==> src/rtl/ray_setup_recip.sv <==
// ray_setup_recip: converts a ray direction into its Q18.18 reciprocal for the
// ray/box slab test. Three radix-2 restoring dividers run in lockstep. Each one
// computes 2^(18+FRAC_BITS) / |d|. The sign is applied afterwards, and zero
// divisors are flagged and forced to 0. The result is held until the traversal
// stage accepts it.
module ray_setup_recip #(
  parameter int FRAC_BITS = 16,
  parameter int ORIG_W    = 32
) (
  input  logic                     clk,
  input  logic                     rst_n,
  input  logic                     in_valid,
  output logic                     in_ready,
  input  logic [2:0][ORIG_W-1:0]   ray_orig,
  input  logic [2:0][27:0]         ray_dir,
  output logic                     out_valid,
  input  logic                     out_ready,
  output logic [2:0][ORIG_W-1:0]   out_ray_orig,
  output logic [2:0][35:0]         inv_ray_dir,
  output logic [2:0]               div_by_zero
);

  // Dividend 2^(18+FRAC_BITS) is DW bits wide, and so is the quotient.
  // The step counter runs from DW-1 down to 0, which gives DW restoring steps.
  localparam int DW    = 19 + FRAC_BITS;
  localparam int CNT_W = $clog2(DW);
  localparam logic [CNT_W-1:0] CNT_INIT = CNT_W'(DW - 1);

  typedef enum logic [1:0] {
    S_IDLE,
    S_DIV,
    S_FIX,
    S_HOLD
  } state_t;

  state_t r_state;
  state_t w_state_nxt;

  logic [CNT_W-1:0]        r_cnt;
  logic [DW-1:0]           r_dvd;      // dividend, shifted out MSB first
  logic [2:0]              r_sign;
  logic [2:0][27:0]        r_mag;
  logic [2:0][27:0]        r_rem;
  logic [2:0][DW-1:0]      r_q;
  logic [2:0][ORIG_W-1:0]  r_orig;

  logic [2:0][ORIG_W-1:0]  r_out_orig;
  logic [2:0][35:0]        r_inv;
  logic [2:0]              r_dbz;
  logic                    r_out_valid;

  logic [2:0][27:0]        w_mag;      // |ray_dir| at the input, 28-bit unsigned
  logic [2:0][28:0]        w_trial;    // partial remainder with the next dividend bit
  logic [2:0]              w_ge;       // trial >= divisor, i.e. the quotient bit
  logic [2:0][27:0]        w_rem_nxt;
  logic [2:0][35:0]        w_inv_nxt;

  // Magnitude of each incoming direction component.
  // -2^27 maps to 2^27, which still fits in 28 unsigned bits.
  always_comb begin
    // NOTE: every output of a combinational block is assigned before any branch,
    // so no path leaves a value unassigned and no latch is inferred.
    w_mag = '0;
    for (int i = 0; i < 3; i++) begin
      w_mag[i] = ray_dir[i][27] ? (~ray_dir[i] + 28'd1) : ray_dir[i];
    end
  end

  // One restoring step per axis.
  // The remainder stays below |d| <= 2^27, so the shifted trial value
  // needs one extra bit to compare safely.
  always_comb begin
    w_trial   = '0;
    w_ge      = '0;
    w_rem_nxt = '0;
    for (int i = 0; i < 3; i++) begin
      w_trial[i]   = {r_rem[i], r_dvd[DW-1]};
      w_ge[i]      = (w_trial[i] >= {1'b0, r_mag[i]});
      w_rem_nxt[i] = w_ge[i] ? 28'(w_trial[i] - {1'b0, r_mag[i]}) : w_trial[i][27:0];
    end
  end

  // Signed Q18.18 result per axis.
  // A zero divisor produces an all-ones quotient, which is replaced by 0 here.
  always_comb begin
    w_inv_nxt = '0;
    for (int i = 0; i < 3; i++) begin
      if (r_mag[i] != '0) begin
        w_inv_nxt[i] = r_sign[i] ? -36'(r_q[i]) : 36'(r_q[i]);
      end
    end
  end

  // State register.
  always_ff @(posedge clk or negedge rst_n) begin
    // NOTE: sequential state uses non-blocking assignments only, so every
    // flop samples pre-edge values regardless of block evaluation order.
    if (!rst_n) begin
      r_state <= S_IDLE;
    end else begin
      r_state <= w_state_nxt;
    end
  end

  // Next-state decode: one handshake in, DW divide steps, one fix-up cycle,
  // then hold until the result is taken.
  always_comb begin
    w_state_nxt = r_state;
    unique case (r_state)
      S_IDLE:  if (in_valid)       w_state_nxt = S_DIV;
      S_DIV:   if (r_cnt == '0)    w_state_nxt = S_FIX;
      S_FIX:                       w_state_nxt = S_HOLD;
      S_HOLD:  if (out_ready)      w_state_nxt = S_IDLE;
      default:                     w_state_nxt = S_IDLE;
    endcase
  end

  assign in_ready = (r_state == S_IDLE);

  // Operand capture, lockstep divide, sign fix-up and result hold.
  always_ff @(posedge clk or negedge rst_n) begin
    if (!rst_n) begin
      r_cnt       <= '0;
      r_dvd       <= '0;
      r_sign      <= '0;
      r_mag       <= '0;
      r_rem       <= '0;
      r_q         <= '0;
      r_orig      <= '0;
      r_out_orig  <= '0;
      r_inv       <= '0;
      r_dbz       <= '0;
      r_out_valid <= 1'b0;
    end else begin
      unique case (r_state)
        S_IDLE: begin
          if (in_valid) begin
            r_orig <= ray_orig;
            r_dvd  <= {1'b1, {(DW-1){1'b0}}};
            r_cnt  <= CNT_INIT;
            r_rem  <= '0;
            r_q    <= '0;
            for (int i = 0; i < 3; i++) begin
              r_sign[i] <= ray_dir[i][27];
              r_mag[i]  <= w_mag[i];
            end
          end
        end
        S_DIV: begin
          r_dvd <= r_dvd << 1;
          r_rem <= w_rem_nxt;
          for (int i = 0; i < 3; i++) begin
            r_q[i] <= {r_q[i][DW-2:0], w_ge[i]};
          end
          if (r_cnt != '0) begin
            r_cnt <= r_cnt - CNT_W'(1);
          end
        end
        S_FIX: begin
          r_inv       <= w_inv_nxt;
          r_out_orig  <= r_orig;
          r_out_valid <= 1'b1;
          for (int i = 0; i < 3; i++) begin
            r_dbz[i] <= (r_mag[i] == '0);
          end
        end
        S_HOLD: begin
          if (out_ready) begin
            r_out_valid <= 1'b0;
          end
        end
        default: begin
          r_out_valid <= 1'b0;
        end
      endcase
    end
  end

  assign out_valid    = r_out_valid;
  assign out_ray_orig = r_out_orig;
  assign inv_ray_dir  = r_inv;
  assign div_by_zero  = r_dbz;

endmodule

==> config.mk <==
export PLATFORM = sky130hd
export DESIGN_NAME = ray_setup_recip
export DESIGN_NICKNAME = d
export VERILOG_FILES = /design/src/rtl/ray_setup_recip.sv
export SDC_FILE = /design/constraint.sdc
export NUM_CORES = 1
export LEC_CHECK = 0
export CAP_MARGIN = 5
export CORE_MARGIN = 2
export CORE_UTILIZATION = 35
export DETAILED_ROUTE_END_ITERATION = 10
export PLACE_DENSITY = 0.56
export SYNTH_ARGS = -nofsm -noshare
export SYNTH_HDL_FRONTEND = slang
export SYNTH_SLANG_ARGS = --single-unit
==> constraint.sdc <==
create_clock -name clk -period 3.3 [get_ports clk]
set_input_delay 0.33 -clock clk [delete_from_list [all_inputs] [get_ports clk]]
set_output_delay 0.33 -clock clk [all_outputs]
set_load 0.01 [all_outputs]
=== Word level (Yosys, flattened, before mapping) ===
Cells that the tools add are included.

* Flip-flop bits (word level): 623
* Input port bits: 184
* Output and inout port bits: 209
* Word-level logic and storage cells: 90

* Add/subtract/negate cells: 10
* Order comparisons: 3
* Eq/ne operators: 7
* Multiplexer cells: 27
* Bitwise operators: 3
* Reduce and logical (&&, ||, !) cells: 16

{| class="wikitable"
|+ Operators with widths
! operator !! number
|-
| $mux 36 || 6
|-
| $pmux 105 s2 || 1
|-
| $mux 28 || 6
|-
| $pmux 84 s2 || 1
|-
| $neg 35->36 || 3
|-
| $mux 105 || 1
|-
| $ge 29x28->1 || 3
|-
| $add 28x1->28 const B || 3
|-
| $logic_not 28->1 || 3
|-
| $mux 84 || 1
|-
| $not 28->28 || 3
|-
| $reduce_bool 28->1 || 3
|-
| $sub 28x28->28 || 3
|-
| $pmux 35 s2 || 1
|-
| $mux 35 || 1
|-
| $mux 6 || 2
|-
| $pmux 6 s2 || 1
|-
| $ne 2x2->1 const B || 4
|-
| $pmux 2 s4 || 1
|-
| $logic_not 6->1 || 1
|-
| $mux 2 || 3
|-
| $reduce_and 2->1 || 3
|-
| $reduce_and 3->1 || 2
|-
| $reduce_bool 6->1 || 1
|-
| 7 further kinds || 9
|}

=== Logic depth before layout (Yosys ltp) ===
Gate-level depths: netlist of run 1.

* Depth after elaboration: 3
* Mapped depth: 13
* Mapped depth without buffers: 11

=== Worst setup path after synthesis of run 1 ===
Ideal clock, no wire load.

* Path type: register -> register
* Start point: register r_q[51] in the netlist's numbering
* End point: register r_inv, in the netlist inv_ray_dir[69]
* Setup time: 0.137 ns
* Arrival time: 2.938 ns
* Data required time: 3.163 ns
* Setup slack: 0.225 ns
* Cell stages (with the launch flop): 9
* Buffers on the path: 0
* Period minus slack after synthesis: 3.075 ns
* Path through: dfrtp_1 > or3_4 > or3_1 > or4_4 > or4_4 > or4_4 > o41ai_2 > xor2_1 > o22ai_1

* Word-level cells in the longest chain between the ends: 3

{| class="wikitable"
|+ RTL lines
! element !! line !! source
|-
| start: declaration || 44 || <nowiki>logic [2:0][DW-1:0] r_q;</nowiki>
|-
| start signal: indexed assignment || 153 || <nowiki>r_q[i] <= {r_q[i][DW-2:0], w_ge[i]};</nowiki>
|-
| $neg 35->36 || 89 || <nowiki>w_inv_nxt[i] = r_sign[i] ? -36'(r_q[i]) : 36'(r_q[i]);</nowiki>
|-
| $mux 36 || 89 ||
|-
| $mux 36 || 88 || <nowiki>if (r_mag[i] != '0) begin</nowiki>
|-
| end signal: assignment || 160 || <nowiki>r_inv <= w_inv_nxt;</nowiki>
|-
| end: declaration || 48 || <nowiki>logic [2:0][35:0] r_inv;</nowiki>
|}

Every way passes these cells.
A chain may end at the register's enable or synchronous reset.

=== Worst setup path after layout of run 1 ===
Ends and elaborated chain as after synthesis.

==> results of run 1 <==
## layout by cell type, fill, tap and decap left out, types with 11 or more instances in the layout
cell type / count
a211oi_1: 19
a21o_1: 36
a21oi_1: 93
a22o_1: 96
a32oi_1: 20
a41oi_1: 11
and2_1: 16
and3_1: 15
buf_12: 18
buf_4: 90
clkbuf_1: 11
clkbuf_16: 71
clkbuf_8: 16
clkdlybuf4s50_1: 391
clkinv_2: 12
dfrtp_1: 589
ha_1: 95
inv_1: 234
mux2_2: 98
mux2i_1: 25
nand2_1: 585
nand2b_1: 18
nand3_1: 104
nand4_1: 42
nor2_1: 89
nor2b_1: 16
nor3_1: 28
nor4_1: 28
o211ai_1: 22
o21a_1: 14
o21ai_0: 222
o22ai_1: 107
o31ai_1: 52
o41ai_1: 28
or3_1: 30
or4_1: 29
xnor2_1: 76
xor2_1: 162
## sequential cells by signal, summed over array words and instances (netlist names)
name	cells
div_by_zero	3
inv_ray_dir	108
r_cnt	6
r_dvd	1
r_mag	84
r_orig	96
r_state	2
r_rem	84
out_ray_orig	96
r_sign	3
r_q	105
out_valid	1
## cell families (layout without fill, tap and decap cells)
logic type	after synthesis	after routing	synth area share, %
AO/OA/AOI/OAI	806	806	17.4
XOR/XNOR	238	238	6.67
adder cells (fa/ha/maj)	99	99	4.04
buffers and inverters	414	866	5.20
flip-flops	589	589	47.2
multiplexers	123	123	4.33
other	0	5	0
AND/OR/NAND/NOR	1040	1040	15.2
## worst paths after layout
| path | from | to | depth (start not counted) |
|---|---|---|---|
| max | r_q[51] | inv_ray_dir[69] | 8 |
| min | ray_orig[6] | r_orig[6] | 3 |
| max reg2reg | r_q[51] | inv_ray_dir[69] | 8 |
| min reg2reg | r_orig[26] | r_orig[26] | 2 |
| max in group asynchronous | rst_n | inv_ray_dir[106] | 4 |
| min in group asynchronous | rst_n | r_mag[3] | 2 |
## cell type report
cell class / count / area share (%)
Antenna cell: 5 / 0.0316
Clock buffer: 98 / 5.15
Clock inverter: 33 / 1.32
Inverter: 234 / 2.22
Multi-Input combinational cell: 2306 / 37.8
Sequential cell: 589 / 37.2
Tap cell: 1165 / 3.68
Timing Repair Buffer: 501 / 12.6
## critical path, delay by kind of cell (launching register included)
| family | cells | cell delay, ps |
|---|---|---|
| compound gates | 2 | 310 |
| xor+xnor | 1 | 170 |
| flops | 1 | 370 |
| simple gates | 5 | 2170 |
## routing by layer
metal | vias up | wire length [um] | part of all wire [%]
met5 | - | 41 | 0.047
met4 | 6 | 2020 | 2.3
met3 | 135 | 4680 | 5.3
met2 | 504 | 40200 | 46
met1 | 12200 | 40800 | 47
li1 | 12500 | - | -
## stage by stage
| step | utilization [%] | cells | setup slack, ps | area, um2 |
|---|---|---|---|---|
| floorplan | - | 3309 | 225 | 31200 |
| global placement | 41.8 | 4794 | 73.5 | 37000 |
| detailed placement | 41.8 | 4794 | 45.1 | 37000 |
| CTS | 44.7 | 4926 | 149 | 39500 |
| global route | 44.8 | 4928 | 21.2 | 39600 |
| finish | 44.8 | 4931 | 153 | 39600 |
## repair_timing
item | 4_1_cts | 5_1_grt
gates resized for setup | 0 | 6
hold buffers | 1 | 0
endpoints found under the hold margin | 51 | 0
setup endpoints to repair | 0 | 11
## power breakdown
| part | total (mW) | leakage, nW | internal, mW | switching [mW] |
|---|---|---|---|---|
| clock | 8.43 | 1.24 | 5.04 | 3.39 |
| sequential | 11.8 | 7.64 | 9.87 | 1.91 |
| combinational | 22.7 | 9.16 | 9.82 | 12.9 |
==> out/qor.yml, run 1 <==
ir_drop_mv: 0.956
ys_top_cells_by_count: "dfrtp_1 (589), nand2_1 (587), inv_1 (234)"
hold_viol: 0
dieArea_um2: 91600
busiest_layer: "met2"
synth_nets: 3592
multi_input_area_um2: 15000
cts_inserted_buffers: 71
dp_hpwl_um: 61800
worstPathRequired_ps: 3770
htree_levels: 3
synth_largest_area_cell: "dfrtp_1"
antenna_found_initial: 6
drc: 0
fin_total_pwr_mw: 42.9
crit_chain: "or3_4 -> or3_1 -> or4_4 -> or4_4 -> or4_4 -> o41ai_2 -> xor2_1 -> o22ai_1"
path_class: "flop to flop"
syn2layout_area_growth_pct: 26.7
ys.flop_type: "dfrtp_1"
ys_ff_latch: 589
hold_class: "primary input to flop"
critPathMaxFanout: 5
first_iter_violations: 1391
whs_ps: 219
final_nets: 3986
grt_max_degree: 204
outcome: "completed"
arrival_ps: 3620
fin_tns_setup_ps: 0
ant_nets: 0
rows: 109
cts_setup_buffers: 0
overflow: 0
die_w_um: 303
drv_cap: 0
synth_top_area_share_pct: 47.2
clock_latency_ps: 630
slew_violations: 0
drive_gt1_share_pct: 9.84
slowest_stage: "or4_4"
grt_pass1_vias: 25200
viasPerCell: 5.15
yosysMostFrequentCell: "dfrtp_1"
skew_ps: 29.1
p_leak_nw: 18.0
via_count: 25400
initial_core_util_pct: 35.3
cpPeakStageDelay_ps: 540
syn_area_per_cell_um2: 9.44
wl_per_cell_um: 17.8
min_period_ps: 3150
ys_types: 84
timing.critical_path.mode_cell: "or4_4"
grt_use_met2_pct: 29.8
synth_edf_count: 0
dr.pass1.iters: 5
seqCellArea_um2: 14700
synth-async-reset-ratio_pct: 100
fmax_mhz: 318
end_kind: "flop"
cp-start-kind: "flop"
cts_buffer_depth: 3
drt_wl_total_um: 87800
root_buffer: "clkbuf_16"
tightest_slew_ps: 1160
syn_inst: 3309
port_buffers: 392
powerDensity_nw_per_um2: 1080
yosysWarnings: 0
met3_usage_pct: 4.04
num_io_pins: 393
cts_sinks: 589
gr-usage-all-layers_pct: 19.0
place_congestion: 0.880
n_fill_cell: 8615
grt_pass1_wl_um: 141000
ys_seq_area_share_pct: 47.2
netlist_area_um2: 31200
rsz0062_at_grt: "false"
yosys-top-cells-area: "dfrtp_1 (47%), nand2_1 (7.1%), xor2_1 (4.5%)"
core_area_um2: 88400
cts.clk_slew.worst_paths_ps: 60
cts_tree: "yes"
die_h_um: 303
fin_crit_sh_pct: 95.4
regToRegSetupSlack_ps: 150
finalSetupViolations: 0
use_met1_pct: 26.6
slew_headroom_pct: 22.8
(Power assumes the default switching activity.)
==> inputs of run 2 (changes only) <==
DONT_BUFFER_PORTS = 1   (was not set)
PLACE_DENSITY = 0.5   (was 0.56)
==> run 2 against run 1 <==
Net effect:
- die area stayed put
- critical path depth unchanged
- register-to-register slack worse by 30 ps
- clock power shrank 5.0%
- wire length rose by 2.6%
- via count down 2.6%
- highest routed layer unchanged
- the run now ends with negative hold slack, max-slew violations left
- global-route usage rose by 0.17 points
- first-iteration DRC count increased by 12%
==> out/qor.yml, run 2 (synthesis results as in run 1) <==
cpLargestDelayFamily: "simple AND/OR/NAND/NOR gates"  # unchanged
critPathBufInv: 0  # unchanged
cts_buffer_depth: 3  # unchanged
via_count: 24700  # was 25400
cp_num_cells: 8  # unchanged
num_io_pins: 393  # unchanged
drc: 0  # unchanged
final_cell_mix: "dfrtp_1 (589), nand2_1 (585), inv_1 (234)"  # was dfrtp_1 (589), nand2_1 (585), clkdlybuf4s50_1 (391)
slew_violations: 487  # was 0
dpl_cell_area_um2: 32700  # was 37000 um2
core_area_um2: 88400  # unchanged
antenna_found_initial: 1  # was 6
rsz0062_at_grt: "false"  # unchanged
overflow: 0  # unchanged
viasPerCell: 5.26  # was 5.15
timing.critical_path.mode_cell: "or4_4"  # unchanged
grt_max_degree: 590  # was 204
ir_drop_mv: 0.606  # was 0.956 mV
cts.clk_slew.worst_paths_ps: 60  # about the same
fmax_mhz: 315  # was 318 MHz
arrival_ps: 3640  # was 3620 ps
path_class: "flop to flop"  # unchanged
fin_tns_setup_ps: 0  # unchanged
dp_hpwl_um: 59500  # was 61800 um
die_w_um: 303  # unchanged
diodes: 0  # was 5
hold_class: "primary input to asynchronous set/reset pin"  # was primary input to flop
die_h_um: 303  # unchanged
first_iter_violations: 1561  # was 1391
slew_headroom_pct: -158  # was 22.8%
drive_gt1_share_pct: 9.25  # was 9.84%
syn2layout_area_growth_pct: 18.9  # was 26.7%
worstPathRequired_ps: 3760  # was 3770 ps
port_buffers: 0  # was 392
drv_cap: 0  # unchanged
min_period_ps: 3180  # was 3150 ps
tightest_slew_ps: 3870  # was 1160 ps
powerDensity_nw_per_um2: 1100  # was 1080 nW/um2
place_congestion: 0.842  # was 0.880
clock_latency_ps: 620  # was 630 ps
htree_levels: 3  # unchanged
fin_crit_sh_pct: 96.3  # was 95.4%
dr.pass1.iters: 5  # unchanged
hold_viol: 181  # was 0
initial_core_util_pct: 35.3  # unchanged
dieArea_um2: 91600  # unchanged
ant_nets: 0  # unchanged
fin_total_pwr_mw: 40.7  # was 42.9 mW
p_leak_nw: 17.1  # was 18.0 nW
cpPeakStageDelay_ps: 530  # was 540 ps
r2r_cells: 8  # unchanged
outcome: "finished, violations left"  # was completed
critPathMaxFanout: 5  # unchanged
cts_inserted_buffers: 72  # was 71
wl_met2_um: 41400  # was 40200 um
met3_wirelength_um: 4230  # was 4680 um
cp-start-kind: "flop"  # unchanged
rows: 109  # unchanged
slowest_stage: "or4_4"  # unchanged
cts_sinks: 589  # unchanged
final_nets: 3766  # was 3986
root_buffer: "clkbuf_16"  # unchanged
hold_buffers: 205  # was 1
wl_per_cell_um: 19.2  # was 17.8 um
fin_util_pct: 42.0  # was 44.8%
r2r_start: "r_q[51]"  # unchanged
skew_ps: 24.4  # was 29.1 ps
largest_reg_flops: 108  # unchanged
crit_chain: "or3_4 -> or3_1 -> or4_4 -> or4_4 -> or4_4 -> o41ai_2 -> xor2_1 -> o22ai_1"  # unchanged
grt_pass1_wl_um: 142000  # was 141000 um
top_layer: "met5"  # unchanged
cts_tree: "yes"  # unchanged
whs_ps: -563  # was 219 ps
gr-usage-all-layers_pct: 19.2  # was 19.0%
finalSetupViolations: 0  # unchanged
mostFrequentLayoutCell: "dfrtp_1"  # unchanged
critical_path.startpoint: "r_q[51]"  # unchanged
fin_area_um2: 37100  # was 39600 um2
drt-met1-wl_um: 42400  # was 40800 um
drt_wl_total_um: 90100  # was 87800 um
end_kind: "flop"  # unchanged
grt_pass1_vias: 24500  # was 25200
violations: "negative hold slack, max-slew violations"
run 2: cell count changes in the layout (fill, tap and decap cells not counted), sizes merged:
cell	change
diode	-5
buf	-34
clkinv	-7
inv	+1
bufinv	-3
clkdlybuf4s50	-391
dlygate4sd3	+204
clkbuf	+6
run 2: path summary, 6_finish.rpt:
kind	endpoint	slack [ps]
max reg2reg	inv_ray_dir[69]	120
min in group clk	r_mag[13]	50
max in group asynchronous	r_mag[46]	850
min	r_rem[48]	-560
max	inv_ray_dir[69]	120
min reg2reg	r_orig[69]	470
run 2: area by class of cell:
type / instances / area [um2]
Fill cell: 8739 / 51200
Multi-Input combinational cell: 2306 / 15000
Sequential cell: 589 / 14700
Timing Repair Buffer: 280 / 2740
Clock buffer: 104 / 2060
Tap cell: 1165 / 1460
Inverter: 234 / 878
Clock inverter: 24 / 308
run 2: repair_timing:
item | in CTS | in global routing
setup endpoints to repair | 0 | 16
gates resized for setup | 0 | 10
setup buffers | 0 | 0
endpoints found under the hold margin | 776 | 589
run 2: metrics by stage:
stage                     worst slack (ps)  std cells  hold slack, ps
after global routing                  2.24       4702            -596
after detailed placement               122       4369            88.3
after CTS                             91.0       4702            -608
after global placement                 157       4369            93.5
after floorplan                        225       3309            34.4
final                                  120       4702            -563
run 2: power by group:
group | internal, mW | total, mW | leakage [nW] | switching [mW]
sequential | 9.88 | 12.5 | 7.64 | 2.64
clock | 4.76 | 8.01 | 1.15 | 3.25
combinational | 8.28 | 20.2 | 8.34 | 11.9
run 2: layer usage:
layer	vias to the layer above	track usage, %
met5	-	0
met4	2	5.16
met3	120	3.48
met2	476	30.1
met1	12100	27.1
li1	12000	-
